===== src/rtl/ppm_pkg.sv =====
// Shared 8-ary PPM constants and transmit state encoding.
// Used by the modulator and its slot timer; the receive-side correlator shares the same view.
package ppm_pkg;

  localparam int PPM_ORDER    = 8;
  localparam int PPM_SYM_BITS = 3;

  typedef enum logic [1:0] {
    ST_IDLE  = 2'd0,
    ST_FRAME = 2'd1,
    ST_GUARD = 2'd2
  } ppm_tx_state_t;

  typedef logic [PPM_SYM_BITS-1:0] ppm_sym_t;

endpackage


===== src/rtl/ppm8_modulator_if.sv =====
// Symbol handshake between the framing/encoder logic (master) and the PPM modulator (slave).
// A symbol transfers on a rising edge with symbol_valid and symbol_ready both high.
interface ppm8_modulator_if;
  import ppm_pkg::*;

  ppm_sym_t symbol_in;
  logic     symbol_valid;
  logic     symbol_ready;

  modport master (output symbol_in, output symbol_valid, input symbol_ready);
  modport slave  (input symbol_in, input symbol_valid, output symbol_ready);

endinterface


===== src/rtl/ppm_slot_timer.sv =====
// Cycle-within-slot and slot-within-frame counter pair, with a clear and a run enable.
// Next-count values are exported so the owner can register outputs one cycle ahead.
module ppm_slot_timer #(
  parameter int SLOT_CYCLES = 4,
  parameter int CYC_W       = 2,
  parameter int SLOT_W      = 3
) (
  input  logic              clk,
  input  logic              rstb,
  input  logic              clr,
  input  logic              run,
  input  logic [SLOT_W-1:0] last_slot,
  output logic [SLOT_W-1:0] slot_cnt,
  output logic [SLOT_W-1:0] slot_nxt,
  output logic [CYC_W-1:0]  cyc_nxt,
  output logic              last_end
);

  localparam logic [CYC_W-1:0] CYC_LAST = CYC_W'(SLOT_CYCLES - 1);

  logic [CYC_W-1:0] cyc_cnt;
  logic             slot_end;

  assign slot_end = (cyc_cnt == CYC_LAST);
  assign last_end = slot_end && (slot_cnt == last_slot);

  always_comb begin
    cyc_nxt  = cyc_cnt;
    slot_nxt = slot_cnt;
    if (clr) begin
      cyc_nxt  = '0;
      slot_nxt = '0;
    end else if (run) begin
      if (slot_end) begin
        cyc_nxt  = '0;
        slot_nxt = (slot_cnt == last_slot) ? '0 : slot_cnt + 1'b1;
      end else begin
        cyc_nxt = cyc_cnt + 1'b1;
      end
    end
  end

  always_ff @(posedge clk or negedge rstb) begin
    if (!rstb) begin
      cyc_cnt  <= '0;
      slot_cnt <= '0;
    end else begin
      cyc_cnt  <= cyc_nxt;
      slot_cnt <= slot_nxt;
    end
  end

endmodule


===== src/rtl/ppm8_modulator.sv =====
// 8-ary PPM transmit modulator: one pulse per frame in the symbol's slot, then guard slots.
// One-entry hold register lets the next frame start with zero gap; ready is !hold_full.
module ppm8_modulator
  import ppm_pkg::*;
#(
  parameter int SLOT_CYCLES  = 4,
  parameter int PULSE_CYCLES = 1,
  parameter int GUARD_SLOTS  = 1
) (
  input  logic                    clk,
  input  logic                    rstb,
  input  logic                    enable,
  ppm8_modulator_if.slave         sym,
  output logic                    pulse_out,
  output logic                    frame_start,
  output logic                    busy,
  output logic [PPM_SYM_BITS-1:0] slot_idx
);

  localparam int CYC_W  = (SLOT_CYCLES > 1) ? $clog2(SLOT_CYCLES) : 1;
  localparam int GRD_W  = (GUARD_SLOTS > 1) ? $clog2(GUARD_SLOTS) : 1;
  localparam int SLOT_W = (GRD_W > PPM_SYM_BITS) ? GRD_W : PPM_SYM_BITS;

  localparam logic [1:0] S_IDLE  = ST_IDLE;
  localparam logic [1:0] S_FRAME = ST_FRAME;
  localparam logic [1:0] S_GUARD = ST_GUARD;

  localparam logic [SLOT_W-1:0] FRAME_LAST = SLOT_W'(PPM_ORDER - 1);
  localparam logic [SLOT_W-1:0] GUARD_LAST = SLOT_W'((GUARD_SLOTS > 0) ? GUARD_SLOTS - 1 : 0);
  localparam logic [CYC_W:0]    PULSE_LEN  = (CYC_W + 1)'(PULSE_CYCLES);

  logic [1:0]        state, state_nxt;
  ppm_sym_t          active_sym, active_nxt, hold_sym, start_sym;
  logic              hold_full, accept, frame_end, start_frame, last_end;
  logic [SLOT_W-1:0] slot_cnt, slot_nxt, last_slot;
  logic [CYC_W-1:0]  cyc_nxt;

  assign sym.symbol_ready = !hold_full;
  assign accept           = sym.symbol_valid && !hold_full;

  // With no guard slots the frame's own last slot is the end-of-frame decision point.
  assign frame_end   = last_end && ((state == S_GUARD) || (state == S_FRAME && GUARD_SLOTS == 0));
  assign start_frame = enable && (hold_full || accept) && ((state == S_IDLE) || frame_end);
  assign start_sym   = hold_full ? hold_sym : sym.symbol_in;
  assign active_nxt  = start_frame ? start_sym : active_sym;
  assign last_slot   = (state == S_GUARD) ? GUARD_LAST : FRAME_LAST;

  ppm_slot_timer #(
    .SLOT_CYCLES (SLOT_CYCLES),
    .CYC_W       (CYC_W),
    .SLOT_W      (SLOT_W)
  ) u_timer (
    .clk       (clk),
    .rstb      (rstb),
    .clr       (start_frame),
    .run       (state != S_IDLE),
    .last_slot (last_slot),
    .slot_cnt  (slot_cnt),
    .slot_nxt  (slot_nxt),
    .cyc_nxt   (cyc_nxt),
    .last_end  (last_end)
  );

  always_comb begin
    state_nxt = state;
    case (state)
      S_IDLE:  if (start_frame) state_nxt = S_FRAME;
      S_FRAME: if (frame_end) state_nxt = start_frame ? S_FRAME : S_IDLE;
               else if (last_end) state_nxt = S_GUARD;
      S_GUARD: if (frame_end) state_nxt = start_frame ? S_FRAME : S_IDLE;
      default: state_nxt = S_IDLE;
    endcase
  end

  always_ff @(posedge clk or negedge rstb) begin
    if (!rstb) begin
      state       <= S_IDLE;
      active_sym  <= '0;
      hold_sym    <= '0;
      hold_full   <= 1'b0;
      pulse_out   <= 1'b0;
      frame_start <= 1'b0;
    end else begin
      state       <= state_nxt;
      active_sym  <= active_nxt;
      frame_start <= start_frame;
      // Registered from next-cycle counts so the pulse lines up with its slot.
      pulse_out   <= (state_nxt == S_FRAME) && (slot_nxt == SLOT_W'(active_nxt)) &&
                     ({1'b0, cyc_nxt} < PULSE_LEN);
      if (start_frame && hold_full) begin
        hold_full <= 1'b0;
      end else if (accept && !start_frame) begin
        hold_sym  <= sym.symbol_in;
        hold_full <= 1'b1;
      end
    end
  end

  assign busy     = (state != S_IDLE);
  assign slot_idx = (state == S_FRAME) ? slot_cnt[PPM_SYM_BITS-1:0] : '0;

endmodule


===== src/flat_wrapper.sv =====
// flat-port wrapper written by rule: the top's interface ports become plain ports
module ppm8_modulator_flat import ppm_pkg::*;
#(
  parameter int SLOT_CYCLES  = 4,
  parameter int PULSE_CYCLES = 1,
  parameter int GUARD_SLOTS  = 1
)
  (clk, rstb, enable, pulse_out, frame_start, busy, slot_idx, sym_symbol_in, sym_symbol_valid, sym_symbol_ready);
  ppm8_modulator_if sym_i ();
  input  logic clk;
  input  logic rstb;
  input  logic enable;
  output logic pulse_out;
  output logic frame_start;
  output logic busy;
  output logic [PPM_SYM_BITS-1:0] slot_idx;
  input wire logic [$bits(sym_i.symbol_in)-1:0] sym_symbol_in;
  input wire logic [$bits(sym_i.symbol_valid)-1:0] sym_symbol_valid;
  output wire logic [$bits(sym_i.symbol_ready)-1:0] sym_symbol_ready;
  assign sym_i.symbol_in = sym_symbol_in;
  assign sym_i.symbol_valid = sym_symbol_valid;
  assign sym_symbol_ready = sym_i.symbol_ready;
  ppm8_modulator #(.SLOT_CYCLES(SLOT_CYCLES), .PULSE_CYCLES(PULSE_CYCLES), .GUARD_SLOTS(GUARD_SLOTS)) u_core (.clk(clk), .rstb(rstb), .enable(enable), .sym(sym_i), .pulse_out(pulse_out), .frame_start(frame_start), .busy(busy), .slot_idx(slot_idx));
endmodule

===== config.mk =====
export PLATFORM = sky130hd
export DESIGN_NAME = ppm8_modulator_flat
export DESIGN_NICKNAME = d
export VERILOG_FILES = /design/src/rtl/ppm_pkg.sv /design/src/rtl/ppm8_modulator_if.sv /design/src/rtl/ppm_slot_timer.sv /design/src/rtl/ppm8_modulator.sv /design/src/flat_wrapper.sv
export SDC_FILE = /design/constraint.sdc
export NUM_CORES = 1
export LEC_CHECK = 0
export CAP_MARGIN = 20
export CORE_MARGIN = 3
export CORE_UTILIZATION = 52
export CTS_CLUSTER_SIZE = 12
export DETAILED_ROUTE_END_ITERATION = 10
export PLACE_DENSITY = 0.77
export SETUP_SLACK_MARGIN = 0.15
export SLEW_MARGIN = 20
export SYNTH_ARGS = -nofsm -noshare
export SYNTH_HDL_FRONTEND = slang
export SYNTH_HIERARCHICAL = 1
export SYNTH_SLANG_ARGS = --single-unit

===== constraint.sdc =====
create_clock -name clk -period 3.85 [get_ports clk]
set_input_delay 0.5775 -clock clk [delete_from_list [all_inputs] [get_ports clk]]
set_output_delay 0.5775 -clock clk [all_outputs]
set_load 0.03 [all_outputs]

==> flow_summary.json <==
{
  "cts_root_buf": "clkbuf_4",
  "tightest_slew_ns": 0.707,
  "finalSetupTns_ns": 0,
  "synth_top_family_by_area": "simple AND/OR/NAND/NOR gates",
  "num_rows": 14,
  "insertion_delay_ns": 0.27,
  "dieHeight_um": 48.0,
  "p_int_uw": 432,
  "cpPeakStageDelay_ns": 0.45,
  "cp_data_arrival_time_ns": 3.31,
  "finalCritPeriodShare_pct": 81.1,
  "drc": 0,
  "cts_buffer_depth": 2,
  "dp_cells": 114,
  "synth_fa_ha_area_share_pct": 2.73,
  "ys_top_cells_by_area": "dfrtp_1 44%, mux2_2 6.1%, xor2_1 4.8%",
  "synthesis.nets": 95,
  "worstSetupStartpointType": "flip-flop",
  "synthDistinctLibCells": 35,
  "critical_path.max_fanout": 16,
  "setup_violations": 0,
  "max-vdd-ir-drop_mv": 0.372,
  "synth_xor_area_share_pct": 5.73,
  "hold_slack_ns": 0.512,
  "pwr-share-seq_pct": 37.7,
  "synth_seq_cells": 16,
  "antenna_found_initial": 0,
  "io_buffers": 13,
  "final_cell_count_no_fill": 117,
  "yosysTopAreaCellShare_pct": 43.7,
  "dr.pass1.iters": 4,
  "detail-route-antenna-nets": 0,
  "power.leakage_uw": 0.000483,
  "dr_total_vias": 638,
  "power.total_uw": 715,
  "clock_skew_ns": 0.00305,
  "antenna_cells": 0,
  "grtUsageTotal_pct": 16.2,
  "slew_headroom_pct": 52.7,
  "syn_to_final_growth_pct": 18.0,
  "power.share.clock_pct": 11.7,
  "io_pins": 14,
  "nets": 112,
  "synth_area_um2": 917,
  "power_frac_comb_pct": 50.6,
  "hp-class": "flip-flop to flip-flop",
  "swShare_pct": 39.6,
  "synthSimpleGateAreaFrac_pct": 23.5,
  "avgSynthCellArea_um2": 10.7,
  "grt_pass1_wl_mm": 2.57,
  "cts_resized": 0,
  "cts_tree": "built",
  "dp_hpwl_mm": 1.18,
  "clock_sinks": 16,
  "n_fill_cell": 131,
  "start_util_pct": 58.2,
  "outcome": "complete, no violations",
  "clkTransAtPathRegs_ns": 0.08,
  "max_freq_ghz": 0.320,
  "post_cts_buffers": 0,
  "end_kind": "flip-flop",
  "period_needed_ns": 3.12,
  "syn-instance-count": 86,
  "grt_remaining_overflow": 0,
  "fp.coreArea_um2": 1580,
  "routabilityCongestion": 0.755,
  "p_per_area_nw_per_um2": 661,
  "htree_levels": 1,
  "cts_made_buffers": 3,
  "grt_setup_unrepaired": "false",
  "critical_path_class": "flip-flop to flip-flop",
  "grt_start_max_net_pins": 17,
  "finalHoldViolations": 0,
  "synthMuxAreaShare_pct": 12.1,
  "cp.required_ns": 4.04,
  "ys_warn_count": 6,
  "hold_buffers": 0,
  "synth_top_area_cell": "dfrtp_1",
  "slew_viol_final": 0,
  "initialDrtViolationCount": 6,
  "synth_compound_area_share_pct": 9.41,
  "seq_area_frac_synth_pct": 43.7,
  "wl_per_cell_um": 12.8,
  "viasPerCell": 5.45,
  "slowest_stage": "dfrtp_1",
  "die_area_um2": 2300,
  "die_w_um": 48.0,
  "fin_util_pct": 68.7,
  "grt_pass1_vias": 574,
  "timing.max_cap.violations": 0,
  "p_switching_uw": 283,
  "wl_mm": 1.50,
  "drive_gt1_share_pct": 17.8,
  "path_cells": "or2b_1 > xor2_1 > nor3_2 > and2_2 > nor2b_1 > nor3_4 > or3_1 > o21ai_1 > and2_1 > o211ai_1 > a211oi_2"
}
-- critical path, delay by kind of cell (launching register included) --
family	cells	cell delay, ns
flip-flops	1	0.45
AO/OA/AOI/OAI	3	0.67
AND/OR/NAND/NOR	7	1.63
XOR/XNOR	1	0.30
-- synthesized netlist by cell type --
library cell and count:
a211oi_1 1, a211oi_2 1, a21oi_1 2, and2_1 5, and2_2 1, and2b_2 1, buf_4 1, dfrtp_1 16
ha_1 2, inv_1 5, mux2_2 5, mux2_4 1, mux2i_1 4, nand2_1 3, nand2_2 1, nand2b_1 1
nand3b_1 3, nand4b_1 1, nor2_1 9, nor2b_1 2, nor3_2 1, nor3_4 1, nor3b_1 1, nor4_1 2
o211ai_1 1, o21ai_0 2, o21ai_1 1, o21ai_2 1, o32ai_1 1, o41ai_2 1, or2_2 1, or2b_1 1
or3_1 1, xnor2_1 1, xor2_1 5
-- layer usage --
metal  vias to the layer above  GRT usage [%]  share of wire, %
met5                         -              0                 0
met4                         0           4.84                 0
met3                         0           3.38               3.4
met2                        15           25.6                47
met1                       292           22.3                49
li1                        331              -                 -
-- flip-flops by register name, summed over array words and instances (netlist names) --
register / cells
u_core/frame_start: 1
u_core/state: 2
u_core/hold_full: 1
u_core/pulse_out: 1
u_core/u_timer/cyc_cnt: 2
u_core/u_timer/slot_cnt: 3
u_core/hold_sym: 3
u_core/active_sym: 3
-- per-stage QoR --
| step | instance area, um2 | setup WS, ns |
|---|---|---|
| finish | 1080 | 0.729 |
| global route | 1080 | 0.392 |
| CTS | 1080 | 0.718 |
| detailed placement | 1060 | 0.748 |
| global placement | 1060 | 0.845 |
| floorplan | 917 | 1.07 |
-- layout by cell type, fill, tap and decap left out, types with 2 or more instances in the layout --
cell | synthesis | routed
o21ai_0 | 2 | 2
mux2i_1 | 4 | 4
xor2_1 | 5 | 5
ha_1 | 2 | 2
inv_1 | 5 | 5
a21oi_1 | 2 | 2
dfrtp_1 | 16 | 16
nor2b_1 | 2 | 2
nand2_1 | 3 | 3
nor2_1 | 9 | 9
clkdlybuf4s50_1 | 0 | 13
and2_1 | 5 | 5
nor4_1 | 2 | 2
nand3b_1 | 3 | 3
mux2_2 | 5 | 5
clkbuf_4 | 0 | 3
-- power by group through the flow --
stage          Combinational [uW]  Clock, uW  Sequential [uW]
4_1_cts                       366       85.8              270
3_3_place_gp                  355          0              272
2_1_floorplan                 272          0              271
5_1_grt                       407       94.7              280
6_report                      362       83.4              270
3_5_place_dp                  364          0              274
-- path summary, 6_finish.rpt --
kind / to / from / slack [ns] / depth (start not counted)
min in group asynchronous: u_core/active_sym[1] / rstb / 0.72 / 1
max in group asynchronous: u_core/state[0] / rstb / 2.68 / 1
worst max register to register: u_core/pulse_out / u_core/state[0] / 0.73 / 11
worst max-delay path: u_core/pulse_out / u_core/state[0] / 0.73 / 11
worst min register to register: u_core/hold_sym[1] / u_core/hold_sym[1] / 0.51 / 1
worst min-delay path: u_core/hold_sym[1] / u_core/hold_sym[1] / 0.51 / 1
-- cell families (layout without fill, tap and decap cells) --
kind of cell	count (synthesis)	count (layout)
simple gates	35	35
flops	16	16
compound gates	11	11
mux	10	10
xor+xnor	6	6
buf+inv	6	21
fa+ha+maj	2	2
-- final cells by class --
| type | count | area, um2 | share of cell area (%) |
|---|---|---|---|
| Clock buffer | 3 | 22.5 | 2.08 |
| Sequential cell | 16 | 400 | 37.0 |
| Inverter | 5 | 18.8 | 1.73 |
| Tap cell | 16 | 20.0 | 1.85 |
| Timing Repair Buffer | 13 | 130 | 12.0 |
| Multi-Input combinational cell | 64 | 490 | 45.3 |
Power figures use the tool's default switching activity.
